[config.mk]
export PLATFORM = sky130hd
export DESIGN_NAME = tree_ensemble_vote_ctrl
export DESIGN_NICKNAME = d
export VERILOG_FILES = /design/src/rtl/tree_ensemble_vote_ctrl.sv
export SDC_FILE = /design/constraint.sdc
export NUM_CORES = 1
export LEC_CHECK = 0
export ABC_AREA = 1
export CAP_MARGIN = 20
export CELL_PAD_IN_SITES_DETAIL_PLACEMENT = 1
export CELL_PAD_IN_SITES_GLOBAL_PLACEMENT = 1
export CORE_ASPECT_RATIO = 1.75
export CORE_MARGIN = 4
export CORE_UTILIZATION = 30
export DETAILED_ROUTE_END_ITERATION = 10
export PLACE_DENSITY = 0.88
export SLEW_MARGIN = 10
export SYNTH_ARGS = -nofsm -noshare
export SYNTH_HDL_FRONTEND = slang
export SYNTH_SLANG_ARGS = --single-unit
[constraint.sdc]
create_clock -name clk -period 3.8 [get_ports clk]
set_input_delay 0.76 -clock clk [delete_from_list [all_inputs] [get_ports clk]]
set_output_delay 0.76 -clock clk [all_outputs]
set_load 0.03 [all_outputs]
[src/rtl/tree_ensemble_vote_ctrl.sv]
// Vote controller for a bank of per-class decision trees. It sweeps every (class, tree)
// pair for one latched feature vector, counts the votes per class and reports the argmax class.
module tree_ensemble_vote_ctrl #(
    parameter int FEAT_W          = 51,
    parameter int NUM_CLASSES     = 4,
    parameter int TREES_PER_CLASS = 3,
    parameter int CLASS_W         = 2,
    parameter int TREE_W          = 2,
    parameter int VOTE_W          = 2
) (
    input  logic               clk,
    input  logic               rst,
    input  logic               in_valid,
    output logic               in_ready,
    input  logic [FEAT_W-1:0]  in_feat,
    output logic [FEAT_W-1:0]  tree_feat,
    output logic [CLASS_W-1:0] tree_class_sel,
    output logic [TREE_W-1:0]  tree_idx_sel,
    input  logic               tree_result,
    output logic               out_valid,
    input  logic               out_ready,
    output logic [CLASS_W-1:0] out_class,
    output logic [VOTE_W-1:0]  out_votes,
    output logic               busy
);
    typedef enum logic [1:0] {IDLE, EVAL, RESOLVE, DONE} state_t;

    localparam logic [CLASS_W-1:0] LAST_CLASS = CLASS_W'(NUM_CLASSES - 1);
    localparam logic [TREE_W-1:0]  LAST_TREE  = TREE_W'(TREES_PER_CLASS - 1);

    state_t             state;
    logic [VOTE_W-1:0]  votes [NUM_CLASSES];
    logic [CLASS_W-1:0] best_class;
    logic [VOTE_W-1:0]  best_votes;

    assign in_ready = (state == IDLE) && !rst;
    assign busy     = (state != IDLE);

    // NOTE: blocking assignments here form an ordered priority chain; strict '>' keeps the lowest index on ties.
    always_comb begin
        best_class = '0;
        best_votes = votes[0];
        for (int c = 1; c < NUM_CLASSES; c++) begin
            if (votes[c] > best_votes) begin
                best_class = CLASS_W'(c);
                best_votes = votes[c];
            end
        end
    end

    // NOTE: the vote counters are ordinary flops, so they take the synchronous reset with the control state.
    always_ff @(posedge clk) begin
        if (rst) begin
            state          <= IDLE;
            tree_feat      <= '0;
            tree_class_sel <= '0;
            tree_idx_sel   <= '0;
            out_valid      <= 1'b0;
            out_class      <= '0;
            out_votes      <= '0;
            for (int c = 0; c < NUM_CLASSES; c++) begin
                votes[c] <= '0;
            end
        end else begin
            case (state)
                IDLE: begin
                    if (in_valid) begin
                        tree_feat      <= in_feat;
                        tree_class_sel <= '0;
                        tree_idx_sel   <= '0;
                        for (int c = 0; c < NUM_CLASSES; c++) begin
                            votes[c] <= '0;
                        end
                        state <= EVAL;
                    end
                end
                EVAL: begin
                    if (tree_result) begin
                        votes[tree_class_sel] <= votes[tree_class_sel] + VOTE_W'(1);
                    end
                    // Tree index runs fastest; selects return to zero after the final pair.
                    if (tree_idx_sel == LAST_TREE) begin
                        tree_idx_sel <= '0;
                        if (tree_class_sel == LAST_CLASS) begin
                            tree_class_sel <= '0;
                            state          <= RESOLVE;
                        end else begin
                            tree_class_sel <= tree_class_sel + 1'b1;
                        end
                    end else begin
                        tree_idx_sel <= tree_idx_sel + 1'b1;
                    end
                end
                RESOLVE: begin
                    out_class <= best_class;
                    out_votes <= best_votes;
                    out_valid <= 1'b1;
                    state     <= DONE;
                end
                DONE: begin
                    if (out_ready) begin
                        out_valid <= 1'b0;
                        state     <= IDLE;
                    end
                end
                default: state <= IDLE;
            endcase
        end
    end

    // A class can never collect more votes than it has trees.
    vote_overflow: assert property (@(posedge clk) disable iff (rst)
        (state == EVAL && tree_result) |-> (votes[tree_class_sel] < VOTE_W'(TREES_PER_CLASS)));

endmodule
### Word level (Yosys, flattened, before mapping)

Memory sizes are Yosys's and may differ from the RTL's. A register that Yosys moved wholly into a read port is not among the register bits.
Index checks and enable logic that the tools add are counted.

* equal/unequal tests: 9
* multiplexer cells: 38
* add/sub/neg operators: 3
* magnitude comparators: 3
* bitwise logic cells: 4
* reductions and logical operators: 12

Operators by type and width (number)
* $mux W2: 21
* $mux W1: 13
* $eq A2 B2 Y1 const B: 4
* $ne A2 B2 Y1 const B: 4
* $pmux W2 S2: 2
* $pmux W2 S4: 1
* $add A2 B1 Y2 const B: 3
* $gt A2 B2 Y1: 3
* $reduce_and A2 Y1: 3
* $reduce_bool A2 Y1: 3
* $or A1 B1 Y1: 4
* $reduce_and A4 Y1: 1
* $reduce_and A3 Y1: 1
* $eq A2 B1 Y1 const B: 1
* $logic_not A2 Y1: 1
* $pmux W1 S2: 1
* $reduce_or A2 Y1: 1
* $logic_and A1 B1 Y1: 1
* $logic_not A1 Y1: 1

* memories: 1
* bits in registers: 62
* input bits: 56
* RAM bits: 8
* logic and storage cells: 77

Memories
* votes: depth 4, width 2, read ports 5, clocked after memory_dff 1, write ports 4, RTL line 32 `logic [VOTE_W-1:0] votes [NUM_CLASSES];`

### Logic depth before layout (Yosys ltp)

Gate-level depths: netlist of the first run.
An unclocked memory read counts as a cell.

* depth in word-level cells: 7
* gate-level depth with buffers: 21
* mapped depth without buffers: 21

### Least setup slack after synthesis of the first run

Ideal clock, no wire load.

* path kind: register -> register
* start: memory votes[1][1]
* end: register out_votes[0]
* arrival: 2.635 ns
* required time: 3.730 ns
* buffers on the path: 0
* setup time: 0.070 ns
* cell stages (with the launch flop): 20
* path slack: 1.095 ns
* cells stage by stage: edfxtp_1 > inv_1 > ha_1 > o21ai_1 > nand3_1 > nand2_1 > inv_1 > ha_1 > inv_1 > o21ai_0 > inv_1 > nand2_1 > nand2_1 > ha_1 > inv_1 > o22ai_1 > o21ai_0 > inv_1 > nand2_1 > a21oi_1

RTL lines
* start, declared: RTL line 32
* end signal, assigned: RTL line 96 `out_votes <= best_votes;`
* end, declared: RTL line 23 `output logic [VOTE_W-1:0] out_votes,`

==> results of run 1 <==
[stage by stage]
| step | instance area (µm²) | hold WS, ps | power, mW | setup WS (ps) |
|---|---|---|---|---|
| CTS | 4502 | 471.5 | 3.762 | 549.0 |
| finish | 4502 | 467.7 | 3.703 | 583.5 |
| detailed placement | 4243 | 462.9 | 2.987 | 561.9 |
| floorplan | 2977 | 489.9 | 2.258 | 1095 |
| global placement | 4243 | 454.7 | 2.891 | 928.1 |
| global route | 4502 | 502.1 | 3.950 | 163.5 |
[path summary, 6_finish.rpt]
path,start,endpoint,slack (ps),depth (start not counted)
max,votes[1][1],out_votes[0],580,19
min,out_votes[0],out_votes[0],470,2
max reg2reg,votes[1][1],out_votes[0],580,19
min reg2reg,out_votes[0],out_votes[0],470,2
[worst min-delay path, cell delays in order (launching register included)]
cell and delay, ps:
dfxtp_1 310, nand2_1 60, a21oi_1 60
[registers in the layout, summed over array words and instances (netlist names), named ones only]
name	count
out_class	2
out_valid	1
out_votes	2
state	2
tree_class_sel	2
tree_feat	51
tree_idx_sel	2
votes	8
[routing by layer]
metal / track usage (%) / share of wire, %
met1: 14.03 / 33
met2: 33.38 / 57
met3: 3.844 / 4.6
met4: 12.14 / 5.5
met5: 0 / 0
[power by group through the flow]
stage | Combinational (mW) | Sequential [mW] | Clock, mW
6_report | 1.79 | 1.16 | 0.746
5_1_grt | 1.95 | 1.20 | 0.799
4_1_cts | 1.82 | 1.17 | 0.773
3_5_place_dp | 1.81 | 1.18 | 0
3_3_place_gp | 1.73 | 1.16 | 0
2_1_floorplan | 0.709 | 1.55 | 0
[cell families (layout without fill, tap and decap cells)]
logic type	Yosys count	in the layout	synth area share (%)
AO/OA/AOI/OAI	84	84	15.09
XOR/XNOR	1	1	0.5466
adder cells (fa/ha/maj)	17	17	7.146
buffers and inverters	51	168	6.851
flip-flops	72	72	51.11
AND/OR/NAND/NOR	149	149	19.25
[synthesized netlist by cell type, types with 3 or more instances]
library cell,count
ha_1,17
nor2_1,120
a21oi_1,7
clkbuf_1,8
a211oi_1,3
nand3_1,5
inv_1,30
o21ai_0,59
o22ai_1,3
nand2_1,20
buf_2,9
edfxtp_1,8
o21ai_1,5
inv_2,3
dfxtp_1,64
[layout make-up]
class,count,area [µm²],share of cell area (%)
clock buffers,14,254.0,5.642
multi-input cells,251,1251,27.79
inverters,33,123.9,2.752
repair buffers,120,1194,26.51
clock inverters,1,5.005,0.1112
well taps,122,152.6,3.391
flip-flops and latches,72,1521,33.80
==> out/qor.csv, run 1 <==
metric,value,unit
fmax,310.9,MHz
Overall Global Routing Usage,16.85,%
post-synthesis sequential area ratio,51.11,%
Peak VDD IR,0.0004950,V
largest area contributor in the netlist,dfxtp_1,
diode count,0,
final core utilization,46.97,%
Non-Filler Instances,613,
synth unique cells,24,
CP Max Fanout,4,
die span in y,139.8,µm
share of cells above drive strength 1,4.481,%
Core Region,0.009585,mm²
Final nets,560,
Avg WL per Cell,15.83,µm
combinational group share of total power,48.5,%
vias per cell,4.778,
largest net degree at the start of global routing,58,
Clock Skews,7.158,ps
Num CTS Buffers,9,
Root Buffer,clkbuf_16,
Initial DRC Count,83,
Layout area overhead,51.24,%
"most used cell, CP",inv_1,
Filler cells,1183,
number of port buffers,117,
max_slew headroom,44.68,%
CP Cell Sequence,inv_1 -> ha_1 -> o21ai_1 -> nand3_1 -> nand2_1 -> inv_1 -> ha_1 -> inv_1 -> o21ai_0 -> inv_1 -> nand2_1 -> nand2_1 -> ha_1 -> inv_1 -> o22ai_1 -> o21ai_0 -> inv_1 -> nand2_1 -> a21oi_1,
"most common cell after layout, fill and taps aside",nor2_1,
Clock Latency Late Sink,330,ps
Post-synth EDFFs,8,
total gr overflow,0,
"commonest cells after routing, fill and taps aside","nor2_1 (120), clkdlybuf4s50_1 (117), dfxtp_1 (64)",
Die ar.,0.01164,mm²
Starting Density,31.05,%
max-cap violations,0,
net count of the mapped netlist,447,
Least-Margin Pin Slew,829.8,ps
initial antenna violation count,0,
post-CTS sizing,0,
sequential power share,31.4,%
clock slew at reported path FFs,50,ps
unrepaired setup endpoints after global routing,false,
IO Pins,118,
final cycle utilization of the critical path,84.65,%
"Setup Fix Bufs, Post-CTS",0,
Sw Share,41.88,%
routability cong.,0.8508,
Ys Warns,0,
Clk network pwr share,20.1,%
global-route wire length before repair,15330,µm
pwr/cell area,822.7,mW/mm²
post-synthesis async set-or-reset flop share,0,%
critical path required time,4060,ps
# DRC,0,
Final setup viols,0,
CTS tree,done,
crit end category,register,
htree depth,3,
Yosys reg bits,72,
Sw Pwr,1.551,mW
die width,83.30,µm
WL final,9706,µm
Main synth FF type,dfxtp_1,
"delay-heaviest family, CP",compound AO/OA/AOI/OAI gates,
Hold Crit Class,register to register,
Crit-path slowest cell,edfxtp_1,
crit path DAT,3480,ps
Synth Instances,374,
top cell type's share of synthesized area,43.04,%
mapped cell area,0.002977,mm²
status,"complete, no violations",
max incr delay on CP,410,ps
Final ANT Viol Nets,0,
CTS Hold Bufs,0,
Static Leak,1.834,nW
final hold violations,0,
CP startpoint kind,register,
Crit Path Class,register to register,
setup total negative slack,0,ps
worst path buffer plus inverter count,6,
Post-Place Cells,598,
Pre-antenna DRT Iters,4,
DR vias,2929,
Rows,47,
Pins Over Slew Limit,0,
Tmin final,3217,ps
placed wire-length estimate,7399,µm
number of global-route vias before repair,3259,
clock tree buffer depth,2,
internal power,2.153,mW
Mean Syn Cell Area,7.959,µm²
Clock Sinks,72,
top area cells in the synthesized netlist,"dfxtp_1 (43%), nor2_1 (15%), o21ai_0 (9.9%), edfxtp_1 (8.1%), ha_1 (7.1%)",
(Power assumes the default switching activity.)
==> inputs of run 2 (changes only) <==
--- a/config.mk
+++ b/config.mk
@@ -11,9 +11,9 @@
 export CELL_PAD_IN_SITES_GLOBAL_PLACEMENT = 1
 export CORE_ASPECT_RATIO = 1.75
 export CORE_MARGIN = 4
-export CORE_UTILIZATION = 30
+export CORE_UTILIZATION = 27
 export DETAILED_ROUTE_END_ITERATION = 10
-export PLACE_DENSITY = 0.88
+export PLACE_DENSITY = 0.85
 export SLEW_MARGIN = 10
 export SYNTH_ARGS = -nofsm -noshare
 export SYNTH_HDL_FRONTEND = slang
==> constraint.sdc (replaced) <==
create_clock -name clk -period 2.6 [get_ports clk]
set_input_delay 0.52 -clock clk [delete_from_list [all_inputs] [get_ports clk]]
set_output_delay 0.52 -clock clk [all_outputs]
set_load 0.03 [all_outputs]
==> out/qor.csv, run 2 (synthesis results as in run 1) <==
metric,value,unit,change
IO Pins,118,,unchanged
biggest regs,"tree_feat: 51 flops, votes: 8 flops",,
Clock Latency Late Sink,340,ps,about the same
routability cong.,0.7557,,-11%
Worst R2R End,out_votes[0],,
Clock Sinks,72,,unchanged
crit end category,register,,
number of port buffers,117,,unchanged
clock tree buffer depth,2,,unchanged
diode count,0,,unchanged
Tmin final,2683,ps,-533.2 ps
initial antenna violation count,0,,unchanged
placed wire-length estimate,7245,µm,-2.1%
CP startpoint kind,register,,
max-cap violations,0,,unchanged
max incr delay on CP,420,ps,about the same
Pins Over Slew Limit,0,,unchanged
Hold Crit Class,register to register,,
Initial DRC Count,85,,+2.4%
Core Region,0.01076,mm²,+12%
DR vias,2961,,+1.1%
Rows,50,,+6.4%
unrepaired setup endpoints after global routing,true,,
final hold violations,0,,unchanged
total gr overflow,0,,unchanged
Avg WL per Cell,15.28,µm,-3.5%
CP Cell Sequence,inv_2 -> ha_4 -> o21ai_4 -> nand3_2 -> nand2_2 -> inv_2 -> ha_4 -> o21bai_4 -> o21ai_4 -> inv_2 -> nand2_2 -> buf_4 -> buf_4 -> buf_4 -> buf_4 -> buf_4 -> buf_4 -> nand3_1 -> nand2_1 -> a21oi_2,,
Peak VDD IR,0.0005308,V,+7.2%
WL final,9930,µm,+2.3%
Root Buffer,clkbuf_16,,
clock slew at reported path FFs,70,ps,+20 ps
share of cells above drive strength 1,15.58,%,+11 points
fmax,372.7,MHz,+20%
min setup slack post-route,-83.39,ps,-666.8 ps
overall power,6.259,mW,+69%
"most used cell, CP",buf_4,,
critical path required time,2880,ps,-1180 ps
die width,87.37,µm,+4.9%
Layout area overhead,65.32,%,
Crit Path Class,register to register,,
Die ar.,0.01283,mm²,+10%
failing checks,setup timing,,
Final setup viols,3,,+3
Least-Margin Pin Slew,383.8,ps,-446.0 ps
"Endpoint, Worst Hold",tree_feat[35],,
largest net degree at the start of global routing,35,,-40%
Starting Density,27.66,%,-3.4 points
die span in y,146.9,µm,+5.1%
crit path DAT,2960,ps,-520 ps
hold path depth,2,,unchanged
Num CTS Buffers,9,,unchanged
number of global-route vias before repair,3253,,-0.18%
CP Max Fanout,3,,-1
vias per cell,4.555,,-4.7%
reg2reg setup slack,-80,ps,-670 ps
Static Leak,2.014,nW,+9.8%
htree depth,3,,unchanged
RR Startpoint,votes[1][1],,
# DRC,0,,unchanged
worst path buffer plus inverter count,9,,+3
Final nets,588,,+5.0%
global-route wire length before repair,15790,µm,+3.0%
Hold Path Origin,tree_feat[35],,
status,"complete, but fails checks",,
CTS tree,done,,
Clock Skews,14.36,ps,+7.204 ps
max reg flops,51,,unchanged
Overall Global Routing Usage,15.85,%,-1.0 points
"commonest cells after routing, fill and taps aside","nor2_1 (119), clkdlybuf4s50_1 (116), dfxtp_1 (64)",,
CTS Hold Bufs,0,,unchanged
Final ANT Viol Nets,0,,unchanged
Reg with most FFs,tree_feat,,
"most common cell after layout, fill and taps aside",nor2_1,,
WHS,481.1,ps,+13.42 ps
max_slew headroom,74.32,%,+30 points
pwr/cell area,1272,mW/mm²,+55%
"delay-heaviest family, CP",buffers and inverters,,
Crit-path slowest cell,edfxtp_1,,
final cycle utilization of the critical path,103.2,%,+19 points
R2R cell count,20,,+1
Pre-antenna DRT Iters,4,,unchanged
[run 2: cell types whose count changed in the layout (fill, tap and decap cells not counted), moves of 5 or more]
cell / before / now
nand2_2: 2 / 7
nand2_1: 20 / 15
inv_1: 30 / 22
buf_4: 3 / 29
inv_2: 3 / 10
[run 2: power breakdown]
part / internal (mW) / total, mW / switching, mW
sequential: 1.48 / 1.70 / 0.220
combinational: 1.42 / 3.27 / 1.85
clock: 0.801 / 1.29 / 0.486
total: 3.70 / 6.26 / 2.56
[run 2: how the worst max path moves through the flow]
stage                      from           end  slack, ps  cells past startpoint
floorplan           votes[1][1]  out_votes[0]         40                     19
global placement    votes[0][1]  out_votes[0]       -100                     19
detailed placement  votes[0][1]  out_votes[0]       -360                     19
CTS                 votes[0][1]  out_votes[0]       -130                     19
global route        votes[1][1]  out_votes[0]       -200                     20
finish              votes[1][1]  out_votes[0]        -80                     20
[run 2: final cells by class]
cell class                 count  area (µm²)
sequential                    72        1521
fill                        1292        5839
clock buffer                  10       250.2
timing repair buffer         148        1414
tap                          130       162.7
multi-input combinational    251        1381
inverter                      33       126.4
clock inverter                 6       65.06
[run 2: routing by layer]
layer  vias up  track usage, %  share of wire, %
li1       1482               -                 -
met1      1380           14.93                35
met2        78           29.76                57
met3        21           4.377               4.7
met4         0           8.218               3.3
met5         -               0                 0
[run 2: timing repair]
action / CTS / global route
cloned: 0 / 0
gates resized for setup: 18 / 17
setup endpoints to repair: 3 / 4
setup buffers: 18 / 2
pin swaps: 12 / 10
[run 2: metrics by stage]
| stage | instance area [µm²] | cells | utilization, % | TNS [ps] | worst slack, ps |
|---|---|---|---|---|---|
| floorplan | 2980 | 374 | - | 0 | 36.90 |
| global placement | 4317 | 614 | 40.12 | -162.7 | -101.6 |
| detailed placement | 4317 | 614 | 40.12 | -855.2 | -362.7 |
| CTS | 4838 | 648 | 44.97 | -243.9 | -132.7 |
| global route | 4921 | 650 | 45.73 | -504.5 | -204.5 |
| finish | 4921 | 650 | 45.73 | -138.8 | -83.39 |
[run 2: worst reg2reg max path: stages, from the launching register on]
cell and delay, ps:
edfxtp_1 420, inv_2 90, ha_4 210, o21ai_4 170
nand3_2 110, nand2_2 90, inv_2 50, ha_4 150
o21bai_4 130, o21ai_4 90, inv_2 60, nand2_2 60
buf_4 130, buf_4 120, buf_4 120, buf_4 120
buf_4 120, buf_4 120, nand3_1 70, nand2_1 70
a21oi_2 110
